## src/rtl/inst_fetch.sv

```systemverilog
// Instruction-fetch initiator: PC, ROM read port and a small {pc, inst} FIFO toward decode.
// Optional INST_FETCH_BYPASS_EN presents the ROM word combinationally when the FIFO is empty.
module inst_fetch #(
    parameter logic [31:0] RESET_PC = 32'h0000_0000,
    parameter int unsigned DEPTH    = 4
) (
    input  logic        clk,
    input  logic        rst,
    input  logic        branch_flag_i,
    input  logic [31:0] branch_target_i,
    output logic        ce_o,
    output logic [31:0] addr_o,
    input  logic [31:0] inst_i,
    output logic        if_valid_o,
    output logic [31:0] if_pc_o,
    output logic [31:0] if_inst_o,
    input  logic        id_ready_i
);

    localparam int unsigned AW    = $clog2(DEPTH);
    localparam int unsigned CW    = AW + 1;
    localparam logic [CW-1:0] FULL = CW'(DEPTH);

    logic [31:0]   pc_q, pc_d;
    logic          ce_q, ce_d;
    logic [AW-1:0] wr_ptr_q, wr_ptr_d;
    logic [AW-1:0] rd_ptr_q, rd_ptr_d;
    logic [CW-1:0] count_q, count_d;
    logic [63:0]   mem_q [DEPTH];

    logic        fifo_valid;
    logic        bypass_active;
    logic        bypass_take;
    logic        pop;
    logic        space;
    logic        capture;
    logic [63:0] head;

    assign ce_o   = ce_q;
    assign addr_o = pc_q;
    assign head   = mem_q[rd_ptr_q];

    always_comb begin
        fifo_valid = (count_q != '0);
`ifdef INST_FETCH_BYPASS_EN
        bypass_active = ce_q & (count_q == '0) & ~branch_flag_i;
`else
        bypass_active = 1'b0;
`endif
        bypass_take = bypass_active & id_ready_i;
        pop         = fifo_valid & id_ready_i;
        space       = (count_q < FULL) | pop;
        // A bypassed word is consumed directly, so it must not also be written.
        capture     = ce_q & space & ~branch_flag_i & ~bypass_take;

        if_valid_o = fifo_valid | bypass_active;
        if_pc_o    = '0;
        if_inst_o  = '0;
        if (bypass_active) begin
            if_pc_o   = pc_q;
            if_inst_o = inst_i;
        end else if (fifo_valid) begin
            if_pc_o   = head[63:32];
            if_inst_o = head[31:0];
        end
    end

    always_comb begin
        pc_d     = pc_q;
        ce_d     = 1'b1;
        wr_ptr_d = wr_ptr_q;
        rd_ptr_d = rd_ptr_q;
        count_d  = count_q;

        if (branch_flag_i) begin
            pc_d     = branch_target_i & ~32'h0000_0003;
            rd_ptr_d = wr_ptr_q;
            count_d  = '0;
        end else begin
            if (capture || bypass_take) begin
                pc_d = pc_q + 32'd4;
            end
            if (capture) begin
                wr_ptr_d = wr_ptr_q + AW'(1);
            end
            if (pop) begin
                rd_ptr_d = rd_ptr_q + AW'(1);
            end
            if (capture && !pop) begin
                count_d = count_q + CW'(1);
            end else if (pop && !capture) begin
                count_d = count_q - CW'(1);
            end
        end
    end

    always_ff @(posedge clk or negedge rst) begin
        if (!rst) begin
            pc_q     <= RESET_PC;
            ce_q     <= 1'b0;
            wr_ptr_q <= '0;
            rd_ptr_q <= '0;
            count_q  <= '0;
        end else begin
            pc_q     <= pc_d;
            ce_q     <= ce_d;
            wr_ptr_q <= wr_ptr_d;
            rd_ptr_q <= rd_ptr_d;
            count_q  <= count_d;
        end
    end

    // Storage needs no reset: entries are only read while count is non-zero.
    always_ff @(posedge clk) begin
        if (capture) begin
            mem_q[wr_ptr_q] <= {pc_q, inst_i};
        end
    end

endmodule

```

## config.mk

```make
export PLATFORM = sky130hd
export DESIGN_NAME = inst_fetch
export DESIGN_NICKNAME = d
export VERILOG_FILES = /design/src/rtl/inst_fetch.sv
export SDC_FILE = /design/constraint.sdc
export NUM_CORES = 1
export LEC_CHECK = 0
export ABC_AREA = 1
export ABC_CLOCK_PERIOD_IN_PS = 5700
export BUFFER_PORTS_ARGS = -buffer_cell sky130_fd_sc_hd__buf_2
export CAP_MARGIN = 20
export CORE_MARGIN = 2
export CORE_UTILIZATION = 58
export DETAILED_ROUTE_END_ITERATION = 7
export MAX_ROUTING_LAYER = met4
export PLACE_DENSITY_LB_ADDON = 0.15
export SYNTH_ARGS = -nofsm -noshare
export SYNTH_HDL_FRONTEND = slang
export SYNTH_SLANG_ARGS = --single-unit
```

## constraint.sdc

```tcl
create_clock -name clk -period 5.7 [get_ports clk]
set_clock_uncertainty 0.15 [all_clocks]
set_input_delay 0.855 -clock clk [delete_from_list [all_inputs] [get_ports clk]]
set_output_delay 0.855 -clock clk [all_outputs]
set_load 0.01 [all_outputs]
```

# --- Word level (Yosys, flattened, before mapping) ---
# Memory sizes are Yosys's and may differ from the RTL's.
# Index checks and enable logic that the tools add are counted.
classes:
  add_sub_neg: 5
  magnitude_cmp: 1
  muxes: 11
  n_bitwise: 5
  reduce_logical: 9
op_table:
  columns: ["op", "count"]
  rows:
  - ["two-way mux 32 bit", 4]
  - ["adder 32 x 3 -> 32 bit, second input constant", 1]
  - ["two-way mux 3 bit", 3]
  - ["nonzero test 3 bit", 2]
  - ["adder 2 x 1 -> 2 bit, second input constant", 2]
  - ["two-way mux 2 bit", 2]
  - ["nonzero test 2 bit", 2]
  - ["adder 3 x 1 -> 3 bit, second input constant", 1]
  - ["bitwise AND 1 bit", 3]
  - ["less-than comparator 3 bit, second input constant", 1]
  - ["subtractor 3 x 1 -> 3 bit, second input constant", 1]
  - ["logical AND 1 bit", 2]
  - ["zero test 1 bit", 2]
  - ["two-way mux 1 bit", 2]
  - ["AND reduction 2 bit", 1]
  - ["inverter 1 bit", 1]
  - ["OR 1 bit", 1]
word_totals:
  reg_bits: 40
  ram_bits: 256
  input_bits: 68
  out_inout_bits: 98
  elab_cells: 37
  n_memories: 1
mem_list:
  columns: ["memory", "depth", "word_bits", "read_ports", "rd_clocked_by_memory_dff", "write_ports", "line", "rtl"]
  rows:
  - ["mem_q", 4, 64, 1, 0, 1, "29", "logic [63:0] mem_q [DEPTH];"]

# --- Depth between registers and ports, before layout ---
depth:
  ltp_word: 10
  mapped_depth: 11
  ltp_nobuf: 11

# --- Worst setup path after synthesis ---
# Ideal clock, no wire load.
synth_path:
  kind: "input -> register"
  start: "in branch_flag_i"
  end: "mem mem_q[0][0] (enable)"
  setup_time_ns: 0.482
  arrival_ns: 3.934
  required_ns: 5.068
  path_slack_ns: 1.133
  cell_stages: 5
  path_buffers: 2
  path_cell_list: "buf_2 > inv_2 > buf_4 > nand2_2 > nor2_1"
synth_between:
  elab_chain_len: 4
synth_rtl:
  columns: ["item", "line", "rtl"]
  rows:
  - ["start, declared", "9", "input logic branch_flag_i,"]
  - ["inverter 1 bit (no line)", null, null]
  - ["bitwise AND 1 bit", "54", "capture = ce_q & space & ~branch_flag_i & ~bypass_take;"]
  - ["two-way mux 1 bit", "115", "if (capture) begin"]
  - ["two-way mux 1 bit (not written as such)", "116", "mem_q[wr_ptr_q] <= {pc_q, inst_i};"]
  - ["end, declared", "29", null]
# No other way between the ends.

# --- Worst setup path after layout ---
layout_path:
  start: "reg rd_ptr_q[0]"
  end: "out if_inst_o[15]"
layout_between:
  elab_chain_len: 2
layout_rtl:
  columns: ["item", "line", "rtl"]
  rows:
  - ["start, declared", "27", "logic [AW-1:0] rd_ptr_q, rd_ptr_d;"]
  - ["start signal, assigned", "108", "rd_ptr_q <= rd_ptr_d;"]
  - ["memory (4 x 64 bit)", null, null]
  - ["two-way mux 32 bit", "62", "end else if (fifo_valid) begin"]
  - ["end, declared", "16", "output logic [31:0] if_inst_o,"]
# No other way between the ends.

==> flow_summary_export.csv <==
group,metric,value,unit
run_status,status,"finished clean",
power,ir_drop,0.251,mV
route,detail_route.wl_per_cell,17.1,um
timing,worst_slack,1.75,ns
logic_synthesis,ys_ff_latch,286,
clock_network,clk-insertion-delay-late,0.53,ns
clock_network,clock_path_buffers,3,
logic_synthesis,synth_area_per_cell,10.6,sq um
logic_synthesis,synth_edf_count,248,
worst_setup_path,crit_fanout,65,
floorplan,dieWidth,150,um
placement,io_buffers,159,
worst_setup_path,worstPathRequired,4.70,ns
logic_synthesis,ys_types,38,
route,totalWireLength,27.6,mm
timing,relSlewSlack,0.354,
logic_synthesis,yosys-top-cells-count,"nor2_1, edfxtp_1, nand2_1",
clock_network,cts_tree,"built",
floorplan,ios,166,
logic_synthesis,synth_top_area_share,0.601,
global_route,antenna_found_initial,1,
logic_synthesis,synth_cells,1174,
timing,setup_violations,0,
worst_setup_path,startpoint,"rd_ptr_q[0]$_DFFE_PN0P_",
logic_synthesis,yosysMostFrequentCell,"nor2_1",
clock_network,cts_hold_buf,0,
clock_network,clock-sinks,286,
route,ant_nets,0,
clock_network,cts_max_level,1,
timing,period_needed,3.95,ns
logic_synthesis,yosysTopAreaCell,"edfxtp_1",
clock_network,numCtsBuffers,29,
clock_network,cts_resized,0,
worst_setup_path,end_kind,"primary output",
worst_setup_path,arrival,2.94,ns
clock_network,cts-root-buf,"clkbuf_16",
route,drt-initial-drc-count,640,
floorplan,core,21000,sq um
floorplan,row_count,53,
timing,finalSetupTns,0,ns
job,cap_violations,0,
route,drt_pass1_iterations,5,
global_route,grt_pass1_vias,8485,
hold_path,hold_path.class,"primary input to asynchronous set/reset pin",
logic_synthesis,ys_seq_area_frac,0.678,
global_route,grt.total_usage,0.254,
timing,tightest_slew,0.969,ns
power,p_leak,5.69,nW
placement,dp_worst_setup_slack,2.23,ns
global_route,grt_pass1_wl,43.0,mm
timing,max_freq,253,MHz
route,num_vias,8709,
floorplan,start_util,0.589,
placement,hpwl,16.5,mm
timing,drv_slew,0,
final_layout,nNetsFinal,1397,
floorplan,die_area,22500,sq um
power,power,6.77,mW
final_layout,utilization,0.684,
logic_synthesis,synth_top_flop_cell,"edfxtp_1",
timing,min_period_over_period,0.693,
placement,gp_congestion,0.932,
global_route,gr-total-overflow,0,
route,vias_per_cell,5.38,
route,drcViolationCount,0,
final_layout,nFillCells,1624,
timing,fin_worst_hold_slack,0.318,ns
worst_setup_path,critical_path_class,"flip-flop to primary output",
logic_synthesis,synth_warnings,0,
clock_network,cts_setup_buffers,0,
final_layout,syn2layout_area_growth,16.1,%
worst_setup_path,r2r_start,"count_q[2]$_DFFE_PN0P_",
timing,hold_viol_final,0,
logic_synthesis,syn-cell-area,12400,sq um
floorplan,die_h,150,um
worst_setup_path,worstSetupStartpointType,"flip-flop",
logic_synthesis,synthArstFlopShare,0.133,
clock_network,cts.reportedPaths.clkPinSlew,0.06,ns
power,powerDensity,471,nW/um^2
timing,rsz0062_at_grt,"no",
logic_synthesis,synthTopCellsByArea,"edfxtp_1, nor2_1, dfrtp_1",
final_layout,drive_above_1_share,0.184,
global_route,grt_max_degree,87,
## registers in the layout, indices dropped and copies added, names as in the netlist
name	flops
count_q	3
wr_ptr_q	2
addr_o	30
ce_o	1
rd_ptr_q	2
mem_q	248
## path summary, 6_finish.rpt
check | endpoint | slack (ns) | depth (start not counted)
hold reg to reg | count_q[0]$_DFFE_PN0P_ | 0.33 | 2
setup / recovery | if_inst_o[15] | 1.75 | 7
max in group asynchronous | rd_ptr_q[0]$_DFFE_PN0P_ | 4.35 | 1
min in group clk | count_q[0]$_DFFE_PN0P_ | 0.33 | 2
setup reg to reg | mem_q[1][62]$_DFFE_PP_ | 3.12 | 4
hold / removal | addr_o[22]$_DFFE_PN0N_ | 0.32 | 1
## cell families (layout without fill, tap and decap cells)
| kind of cell | count (synthesis) | after routing | synth area share |
|---|---|---|---|
| xor gates and xnor gates | 13 | 13 | 0.00919 |
| buffers and inverters | 120 | 287 | 0.0423 |
| and+or+nand+nor | 530 | 530 | 0.173 |
| DFF | 286 | 286 | 0.678 |
| other | 2 | 6 | 0.000606 |
| AOI/OAI and AO/OA | 217 | 217 | 0.0900 |
| adders and majority gates | 6 | 6 | 0.00667 |
## layer usage
layer	vias to the layer above	global-route usage	routed length, um
met2	288	0.439	13900
met5	-	-	0
met3	46	0.0303	1700
met1	4122	0.324	11500
met4	0	0.0618	531
li1	4253	-	-
## power by group
part | total, mW | switching (mW) | internal [mW]
registers | 2.72 | 0.150 | 2.57
logic | 2.21 | 1.50 | 0.710
clock network | 1.84 | 0.743 | 1.10
## metrics by stage
step	cells	cell area, sq um
final	1620	14400
after global routing	1620	14400
after CTS	1617	14300
after detailed placement	1565	13400
after global placement	1564	13400
after floorplan	1177	12400
## critical path, cell delays in order (launching register included)
cell and delay [ns]:
dfrtp_4 0.41, buf_4 0.55, buf_4 0.68, nor2_1 0.11, nor2_1 0.12, o21ai_0 0.11
a21oi_1 0.22, buf_2 0.17
## area by class of cell
type / instances / area [sq um] / area share
repair buffers: 175 / 973 / 0.0677
diodes: 1 / 2.50 / 0.000174
clock inverters: 14 / 139 / 0.00965
multi-input cells: 771 / 3510 / 0.244
inverters: 60 / 226 / 0.0157
well taps: 275 / 344 / 0.0239
clock buffers: 38 / 790 / 0.0549
flip-flops and latches: 286 / 8400 / 0.584
## cell usage in the layout (no fill, tap or decap), drive strengths merged, types with 2 or more instances in the layout
master,instances
clkbuf,38
bufinv,3
edfxtp,248
nand3b,2
o211ai,2
conb,5
nor2,304
dfrtp,38
nor3,2
buf,175
clkinv,11
o21bai,4
nand2,193
xor2,12
nand3,26
a21oi,65
inv,60
ha,5
o21ai,142
Note: power is estimated with default switching activity, not from simulation.
